<file path="config.mk">
export PLATFORM = sky130hd
export DESIGN_NAME = cfs_apb_master
export DESIGN_NICKNAME = d
export VERILOG_FILES = /design/src/rtl/cfs_apb_pkg.sv /design/src/rtl/cfs_apb_timeout_cnt.sv /design/src/rtl/cfs_apb_master.sv
export SDC_FILE = /design/constraint.sdc
export NUM_CORES = 1
export LEC_CHECK = 0
export CORE_ASPECT_RATIO = 1.2
export CORE_MARGIN = 2
export CORE_UTILIZATION = 43
export DETAILED_ROUTE_END_ITERATION = 7
export GPL_TIMING_DRIVEN = 0
export PLACE_DENSITY = 0.88
export SYNTH_ARGS = -nofsm -noshare
export SYNTH_HDL_FRONTEND = slang
export SYNTH_SLANG_ARGS = --single-unit
</file>
<file path="constraint.sdc">
create_clock -name pclk -period 2.3 [get_ports pclk]
set_input_delay 0.46 -clock pclk [delete_from_list [all_inputs] [get_ports pclk]]
set_output_delay 0.46 -clock pclk [all_outputs]
set_load 0.01 [all_outputs]
</file>
<file path="src/rtl/cfs_apb_pkg.sv">
// Shared types and default widths for the CFS APB initiator.
package cfs_apb_pkg;

   typedef enum logic [1:0] {
      IDLE   = 2'd0,
      SETUP  = 2'd1,
      ACCESS = 2'd2,
      RESP   = 2'd3
   } cfs_apb_master_state_t;

   typedef enum logic {
      CFS_APB_READ  = 1'b0,
      CFS_APB_WRITE = 1'b1
   } cfs_apb_dir_t;

   localparam int unsigned CFS_APB_MAX_ADDR_WIDTH = 16;
   localparam int unsigned CFS_APB_MAX_DATA_WIDTH = 32;

endpackage

</file>
<file path="src/rtl/cfs_apb_timeout_cnt.sv">
// Access-phase wait counter; expired_c flags the last allowed wait cycle.
module cfs_apb_timeout_cnt #(
   parameter int unsigned LIMIT     = 256,
   parameter int unsigned CNT_WIDTH = 16
) (
   input  logic pclk,
   input  logic preset,
   input  logic clr,
   input  logic en,
   output logic expired_c
);

   localparam int unsigned TERM = (LIMIT > 0) ? LIMIT - 1 : 0;

   logic [CNT_WIDTH-1:0] cnt_q;

   always_ff @(posedge pclk) begin
      if (preset || clr) begin
         cnt_q <= '0;
      end else if (en) begin
         cnt_q <= cnt_q + CNT_WIDTH'(1);
      end
   end

   // LIMIT of zero disables expiry entirely
   assign expired_c = (LIMIT != 0) && en && (cnt_q == CNT_WIDTH'(TERM));

endmodule

</file>
<file path="src/rtl/cfs_apb_master.sv">
// Converts one valid/ready request into a single APB transfer and returns a
// valid/ready response carrying read data, slave error and timeout status.
module cfs_apb_master
   import cfs_apb_pkg::*;
#(
   parameter int unsigned ADDR_WIDTH     = CFS_APB_MAX_ADDR_WIDTH,
   parameter int unsigned DATA_WIDTH     = CFS_APB_MAX_DATA_WIDTH,
   parameter int unsigned TIMEOUT_CYCLES = 256,
   parameter int unsigned CNT_WIDTH      = 16
) (
   input  logic                  pclk,
   input  logic                  preset,
   input  logic                  req_valid,
   output logic                  req_ready,
   input  logic [ADDR_WIDTH-1:0] req_addr,
   input  logic                  req_write,
   input  logic [DATA_WIDTH-1:0] req_wdata,
   output logic                  rsp_valid,
   input  logic                  rsp_ready,
   output logic [DATA_WIDTH-1:0] rsp_rdata,
   output logic                  rsp_slverr,
   output logic                  rsp_timeout,
   output logic [ADDR_WIDTH-1:0] paddr,
   output logic                  pwrite,
   output logic                  psel,
   output logic                  penable,
   output logic [DATA_WIDTH-1:0] pwdata,
   input  logic [DATA_WIDTH-1:0] prdata,
   input  logic                  pready,
   input  logic                  pslverr
);

   localparam logic [1:0] S_IDLE   = 2'(IDLE);
   localparam logic [1:0] S_SETUP  = 2'(SETUP);
   localparam logic [1:0] S_ACCESS = 2'(ACCESS);
   localparam logic [1:0] S_RESP   = 2'(RESP);

   logic [1:0]            state_q, state_d;
   logic [ADDR_WIDTH-1:0] paddr_d;
   logic [DATA_WIDTH-1:0] pwdata_d, rsp_rdata_d;
   logic                  pwrite_d, psel_d, penable_d;
   logic                  rsp_valid_d, rsp_slverr_d, rsp_timeout_d;
   logic                  cnt_clr, cnt_en, expired_c;

   assign req_ready = (state_q == S_IDLE) && !preset;
   assign cnt_en    = (state_q == S_ACCESS) && !pready;

   cfs_apb_timeout_cnt #(
      .LIMIT     (TIMEOUT_CYCLES),
      .CNT_WIDTH (CNT_WIDTH)
   ) u_timeout_cnt (
      .pclk      (pclk),
      .preset    (preset),
      .clr       (cnt_clr),
      .en        (cnt_en),
      .expired_c (expired_c)
   );

   always_ff @(posedge pclk) begin
      if (preset) begin
         state_q     <= S_IDLE;
         paddr       <= '0;
         pwdata      <= '0;
         pwrite      <= 1'b0;
         psel        <= 1'b0;
         penable     <= 1'b0;
         rsp_valid   <= 1'b0;
         rsp_rdata   <= '0;
         rsp_slverr  <= 1'b0;
         rsp_timeout <= 1'b0;
      end else begin
         state_q     <= state_d;
         paddr       <= paddr_d;
         pwdata      <= pwdata_d;
         pwrite      <= pwrite_d;
         psel        <= psel_d;
         penable     <= penable_d;
         rsp_valid   <= rsp_valid_d;
         rsp_rdata   <= rsp_rdata_d;
         rsp_slverr  <= rsp_slverr_d;
         rsp_timeout <= rsp_timeout_d;
      end
   end

   // Next-state and next-output logic; every registered output holds by default
   always_comb begin
      state_d       = state_q;
      paddr_d       = paddr;
      pwdata_d      = pwdata;
      pwrite_d      = pwrite;
      psel_d        = psel;
      penable_d     = penable;
      rsp_valid_d   = rsp_valid;
      rsp_rdata_d   = rsp_rdata;
      rsp_slverr_d  = rsp_slverr;
      rsp_timeout_d = rsp_timeout;
      cnt_clr       = 1'b0;

      case (state_q)
         S_IDLE: begin
            if (req_valid) begin
               paddr_d   = req_addr;
               pwrite_d  = req_write;
               psel_d    = 1'b1;
               penable_d = 1'b0;
               if (req_write == 1'(CFS_APB_WRITE)) begin
                  pwdata_d = req_wdata;
               end
               state_d = S_SETUP;
            end
         end
         S_SETUP: begin
            penable_d = 1'b1;
            cnt_clr   = 1'b1;
            state_d   = S_ACCESS;
         end
         S_ACCESS: begin
            // A ready slave wins over an expiring timeout in the same cycle
            if (pready) begin
               rsp_rdata_d   = (pwrite == 1'(CFS_APB_WRITE)) ? '0 : prdata;
               rsp_slverr_d  = pslverr;
               rsp_timeout_d = 1'b0;
               rsp_valid_d   = 1'b1;
               psel_d        = 1'b0;
               penable_d     = 1'b0;
               state_d       = S_RESP;
            end else if (expired_c) begin
               rsp_rdata_d   = '0;
               rsp_slverr_d  = 1'b1;
               rsp_timeout_d = 1'b1;
               rsp_valid_d   = 1'b1;
               psel_d        = 1'b0;
               penable_d     = 1'b0;
               state_d       = S_RESP;
            end
         end
         S_RESP: begin
            if (rsp_ready) begin
               rsp_valid_d = 1'b0;
               state_d     = S_IDLE;
            end
         end
         default: state_d = S_IDLE;
      endcase
   end

endmodule

</file>
==> results of run 1 <==
[final timing paths]
kind                         to  cells after the start
hold reg to reg      pwdata[10]                      2
setup / recovery      req_ready                      5
hold / removal       pwdata[10]                      2
setup reg to reg  rsp_rdata[25]                      8
[through the flow]
stage	TNS (ps)	utilization	power (µW)	cells	hold WS (ps)
floorplan	0	-	2740	491	447
global placement	-13950	0.640	3320	787	443
detailed placement	-17890	0.640	3370	787	449
CTS	0	0.669	4770	802	460
global route	0	0.670	5000	803	475
finish	0	0.670	4740	803	456
[flip-flops by register name, indices dropped and copies added, names as in the netlist]
register,flops
state_q,2
rsp_valid,1
pwdata,32
pwrite,1
penable,1
paddr,16
psel,1
rsp_slverr,1
rsp_timeout,1
u_timeout_cnt.cnt_q,16
rsp_rdata,32
[worst min-delay path: cells and delay by family, from the launching register on]
family	cells	cell delay, ps
AOI/OAI and AO/OA	1	50
DFF	1	310
and+or+nand+nor	1	50
[power by group through the flow]
stage	Clock [µW]	Combinational [µW]	Sequential, µW
after floorplan	0	590	2150
after global placement	0	1230	2090
after detailed placement	0	1270	2100
after CTS	1440	1270	2060
after global routing	1540	1390	2080
final	1410	1270	2060
[cell usage in the layout (no fill, tap or decap), drive strengths merged, types with 3 or more instances in the layout]
cell / synthesis / final
clkdlybuf4s50: 0 / 171
nand2: 143 / 143
dfxtp: 104 / 104
a21oi: 54 / 54
nand2b: 38 / 38
mux2i: 35 / 35
clkbuf: 18 / 30
nor2: 15 / 15
buf: 11 / 12
inv: 9 / 9
xor2: 9 / 9
nand4: 6 / 6
ha: 6 / 6
nand3: 4 / 4
o21ai: 4 / 4
and3: 3 / 3
o211ai: 3 / 3
or3: 3 / 3
nor4: 3 / 3
[cell type report]
| type | count | area, µm² | area share |
|---|---|---|---|
| sequential | 104 | 2080 | 0.325 |
| multi-input combinational | 349 | 1990 | 0.310 |
| timing repair buffer | 174 | 1740 | 0.271 |
| clock buffer | 12 | 256 | 0.0400 |
| tap | 123 | 154 | 0.0240 |
| buffer | 29 | 144 | 0.0224 |
| inverter | 9 | 33.8 | 0.00527 |
| clock inverter | 3 | 17.5 | 0.00273 |
[kinds of logic (layout without fill, tap and decap cells)]
kind of cell / after synthesis / in the layout
simple gates: 227 / 227
flops: 104 / 104
compound gates: 71 / 71
buf+inv: 38 / 227
mux: 35 / 35
xor+xnor: 10 / 10
fa+ha+maj: 6 / 6
[layer usage]
layer | GRT usage | vias up | wire, µm
met3 | 0.0433 | 23 | 486
met5 | 0 | - | 0
met1 | 0.250 | 1881 | 4630
met4 | 0.102 | 0 | 301
li1 | - | 1995 | -
met2 | 0.420 | 102 | 6390
[repair_timing]
action,CTS,global route
pin swaps,0,1
buffers inserted,0,1
setup endpoints to repair,1,5
gates resized for setup,6,1
==> impl_metrics.json, run 1 <==
{
  "status": "complete, no violations",
  "syn_to_final_growth_pct": 51.3,
  "synth_common_cells": "nand2_1 (143), dfxtp_1 (104), a21oi_1 (54)",
  "finalClockSkew_ps": 6.38,
  "cp_top_family": "buffers and inverters",
  "yosysUniqueCellTypes": 41,
  "antenna_found_initial": 0,
  "totalWireLength_mm": 11.8,
  "synth_edf_count": 0,
  "finalHoldViolCount": 0,
  "grt_start_max_net_pins": 16,
  "p_comb_frac": 0.267,
  "ant_nets": 0,
  "viasPerCell": 4.98,
  "synth_top_area_share": 0.492,
  "p_per_area_nw_per_um2": 739,
  "start_kind": "primary input",
  "total_switching_power_uw": 1350,
  "rsz0062_at_grt": "false",
  "nets": 769,
  "p_sw_frac": 0.284,
  "critPathSlowestCell": "dlygate4sd2_1",
  "fmax_mhz": 470,
  "worstSetupPathType": "in2out",
  "dr.first_iter.drc_count": 141,
  "synth_area_leader_cell": "dfxtp_1",
  "die-area_um2": 10700,
  "crit_required_ps": 1840,
  "reg2reg_from": "state_q[0]",
  "hold_path.class": "reg2reg",
  "fin_ws_ps": 172,
  "grt_pass1_wl_mm": 19.4,
  "ys_ff_latch": 104,
  "p_int_uw": 3390,
  "synth-main-ff-cell": "dfxtp_1",
  "yosys.area_share.simple": 0.250,
  "postPlaceCellArea_um2": 6120,
  "io_buffer_count": 173,
  "hpwl_mm": 9.07,
  "peakVddDrop_mv": 0.465,
  "die_h_um": 113,
  "synth_mux_area_frac": 0.0827,
  "yosys_warnings": 0,
  "clockPowerShare": 0.298,
  "detailroute.via_count": 4001,
  "cts_buffer_depth": 2,
  "dr.pass1.iters": 5,
  "tritoncts": "done",
  "fin_area_um2": 6410,
  "p_leak_uw": 0.00230,
  "drive_gt1_frac": 0.0412,
  "async_reset_ff_frac": 0,
  "initial_utilization": 0.443,
  "crit_start": "preset",
  "synth.most_common_cell": "nand2_1",
  "syn_area_um2": 4240,
  "cts_buffers": 9,
  "cts_root_buffer": "clkbuf_16",
  "place.gp.congestion": 0.817,
  "synth-adder-area-share": 0.0177,
  "cap_violations": 0,
  "critPathMaxStageDelay_ps": 360,
  "maxSlewHeadroom": 0.493,
  "period_minus_slack_ps": 2130,
  "grt_use_total": 0.228,
  "clk_pin_slew_worst_paths_ps": 60,
  "synth_nets": 584,
  "rows": 39,
  "avgSynthCellArea_um2": 8.63,
  "worstHoldStart": "pwdata[10]",
  "cp.buffers_inverters": 4,
  "slew_viol_final": 0,
  "fill_cells": 799,
  "seqPwrFrac": 0.435,
  "finalSetupViolations": 0,
  "synthTopCellsByArea": "dfxtp_1 (49%), nand2_1 (13%), mux2i_1 (8.3%), a21oi_1 (6.4%), nand2b_1 (5.6%)",
  "synth_seq_area_share": 0.492,
  "cts_sinks": 104,
  "synth_xor_area_frac": 0.0207,
  "clk_latency_ps": 340,
  "diodes": 0,
  "pre_cts_slack_ps": -718,
  "fin_crit_sh": 0.925,
  "cp_data_arrival_time_ps": 1670,
  "grt_pass1_vias": 4188,
  "reg2reg_slack_ps": 240,
  "synth_compound_area_frac": 0.0969,
  "die_x_um": 94.6,
  "drcViolationCount": 0,
  "crit_path_max_fanout": 10,
  "cp-end-kind": "primary output",
  "htreeDepth": 3,
  "grt.overflow.total": 0,
  "worst_slew_pin_slew_ps": 759,
  "core_um2": 9560,
  "io_pins": 174,
  "crit_chain": "dlygate4sd2_1 > clkbuf_4 > clkbuf_4 > nor2b_1 > dlygate4sd2_1",
  "syn_inst": 491,
  "routedWlPerCell_um": 14.7,
  "synth_top_family_by_area": "simple AND/OR/NAND/NOR gates",
  "cts_hold_buf": 0
}
(Power assumes the default switching activity.)
==> run 2, diff against run 1 <==
--- a/config.mk
+++ b/config.mk
@@ -5,6 +5,7 @@
 export SDC_FILE = /design/constraint.sdc
 export NUM_CORES = 1
 export LEC_CHECK = 0
+export CAP_MARGIN = 40
 export CORE_ASPECT_RATIO = 1.2
 export CORE_MARGIN = 2
 export CORE_UTILIZATION = 43
==> results of run 2 <==
The final DEF is identical to that of run 1; final timing and power are the same.
==> run 3, diff against run 2 <==
==> constraint.sdc (replaced) <==
create_clock -name pclk -period 2.1 [get_ports pclk]
set_input_delay 0.42 -clock pclk [delete_from_list [all_inputs] [get_ports pclk]]
set_output_delay 0.42 -clock pclk [all_outputs]
set_load 0.01 [all_outputs]
==> run 3 against run 2 <==
Non-clock buffer count is 2 higher. Utilization is 0.41 points higher. Clock skew hardly changed. Clock power is 11% higher. Critical endpoint is now rsp_rdata[25]. Global-route usage hardly changed. Combinational power is 11% higher. Die area stayed put. Via count is 0.12% higher. Critical path type is now in2reg. Critical path depth is 2 higher.
==> impl_metrics.json, run 3 (synthesis results as in run 1) <==
{
  "crit_required_ps": 2360,
  "reg2reg_depth": 8,
  "finalSetupViolations": 0,
  "syn_to_final_growth_pct": 52.3,
  "die-area_um2": 10700,
  "fmax_mhz": 501,
  "regArea_um2": 2080,
  "grt_pass1_vias": 4192,
  "reg2reg_slack_ps": 200,
  "p_per_area_nw_per_um2": 810,
  "die_h_um": 113,
  "place_inst": 787,
  "critPathMaxStageDelay_ps": 520,
  "core_um2": 9560,
  "cts_buffer_depth": 2,
  "cts_root_buffer": "clkbuf_16",
  "worstSetupPathType": "in2reg",
  "rsz0062_at_grt": "false",
  "period_minus_slack_ps": 2000,
  "pre_cts_slack_ps": -838,
  "ant_nets": 0,
  "crit_path_end": "rsp_rdata[25]",
  "io_pins": 174,
  "die_x_um": 94.6,
  "place.gp.congestion": 0.817,
  "viasPerCell": 4.98,
  "grt_start_max_net_pins": 16,
  "antenna_found_initial": 0,
  "cp_data_arrival_time_ps": 2260,
  "io_buffer_count": 173,
  "cp.depth": 7,
  "tritoncts": "done",
  "clk_pin_slew_worst_paths_ps": 60,
  "fin_ws_ps": 104,
  "critPathSlowestCell": "clkdlybuf4s50_1",
  "cts_sinks": 104,
  "detailroute.via_count": 4006,
  "cap_violations": 0,
  "fill_cells": 795,
  "dr.first_iter.drc_count": 142,
  "worstReg2RegEnd": "rsp_rdata[25]",
  "final_cell_mix": "clkdlybuf4s50_1 (171), nand2_1 (143), dfxtp_1 (103)",
  "grt_use_total": 0.229,
  "crit_start": "pready",
  "multi_input_area_um2": 2010,
  "p_leak_uw": 0.00232,
  "fin_area_um2": 6450,
  "maxSlewHeadroom": 0.688,
  "routedWlPerCell_um": 14.9,
  "status": "complete, no violations",
  "layoutNonFillerInstCount": 805,
  "drive_gt1_frac": 0.0572,
  "totalWireLength_mm": 12.0,
  "finalClockSkew_ps": 6.18,
  "hpwl_mm": 9.07,
  "cp_top_family": "buffers and inverters",
  "hold_path.class": "reg2reg",
  "initial_utilization": 0.443,
  "reg2reg_from": "state_q[0]",
  "grt.overflow.total": 0,
  "drcViolationCount": 0,
  "postPlaceCellArea_um2": 6120,
  "crit_path_max_fanout": 10,
  "finalHoldViolCount": 0,
  "dr.pass1.iters": 4,
  "cp.buffers_inverters": 3,
  "cts_buffers": 9,
  "diodes": 0,
  "rows": 39,
  "crit_chain": "clkdlybuf4s50_1 > and4b_1 > buf_4 > nand4_4 > o21ai_4 > buf_6 > mux2i_1",
  "cp-end-kind": "flop",
  "fin_crit_sh": 0.951,
  "start_kind": "primary input",
  "clk_latency_ps": 340,
  "slew_viol_final": 0,
  "peakVddDrop_mv": 0.509,
  "nets": 771,
  "top_regs": "pwdata x32, rsp_rdata x32",
  "grt_pass1_wl_mm": 19.4,
  "mostFrequentLayoutCell": "clkdlybuf4s50_1",
  "p_total_uw": 5220,
  "worst_slew_pin_slew_ps": 468,
  "htreeDepth": 3
}
[run 3: worst reg2reg max path, delay by kind of cell, from the launching register on]
family	cells	cell delay, ps
flops	1	340
compound gates	1	280
mux	1	210
simple gates	2	350
fa+ha+maj	1	180
buf+inv	3	480
[run 3: final cells by class]
class                           instances  area share
Buffer                                 29      0.0231
Clock buffer                           12      0.0398
Clock inverter                          3     0.00272
Inverter                                9     0.00524
Multi-Input combinational cell        349       0.311
Sequential cell                       104       0.323
Tap cell                              123      0.0239
Timing Repair Buffer                  176       0.271
[run 3: per-layer routing]
layer	up-vias	GRT usage	share of wire
li1	1997	-	-
met1	1890	0.251	0.39
met2	96	0.423	0.54
met3	23	0.0413	0.040
met4	0	0.100	0.025
met5	-	0	0
[run 3: timing repair]
action / in CTS / in global routing
hold endpoints to repair: 0 / 0
buffers inserted: 1 / 2
pin swaps: 1 / 2
hold buffers: 0 / 0
gates resized for setup: 7 / 13
setup endpoints to repair: 67 / 65
[run 3: report_power, final]
part           switching (µW)  leakage (µW)  internal, µW
sequential                110      0.000845          2150
combinational             689       0.00134           717
clock                     697      0.000134           859
[run 3: through the flow]
step | hold slack [ps] | util | setup TNS, ps
final | 456 | 0.674 | 0
after global routing | 475 | 0.674 | 0
after CTS | 460 | 0.670 | 0
after detailed placement | 449 | 0.640 | -31720
after global placement | 443 | 0.640 | -27300
after floorplan | 447 | - | 0
[run 3: how the worst min path moves through the flow]
stage / from / endpoint / slack (ps) / cells past startpoint
floorplan: u_timeout_cnt.cnt_q[1] / u_timeout_cnt.cnt_q[1] / 450 / 2
global route: paddr[0] / paddr[0] / 470 / 2
detailed placement: pwdata[5] / pwdata[5] / 450 / 2
global placement: pwdata[7] / pwdata[7] / 440 / 2
finish: pwdata[10] / pwdata[10] / 460 / 2
CTS: pwdata[5] / pwdata[5] / 460 / 2
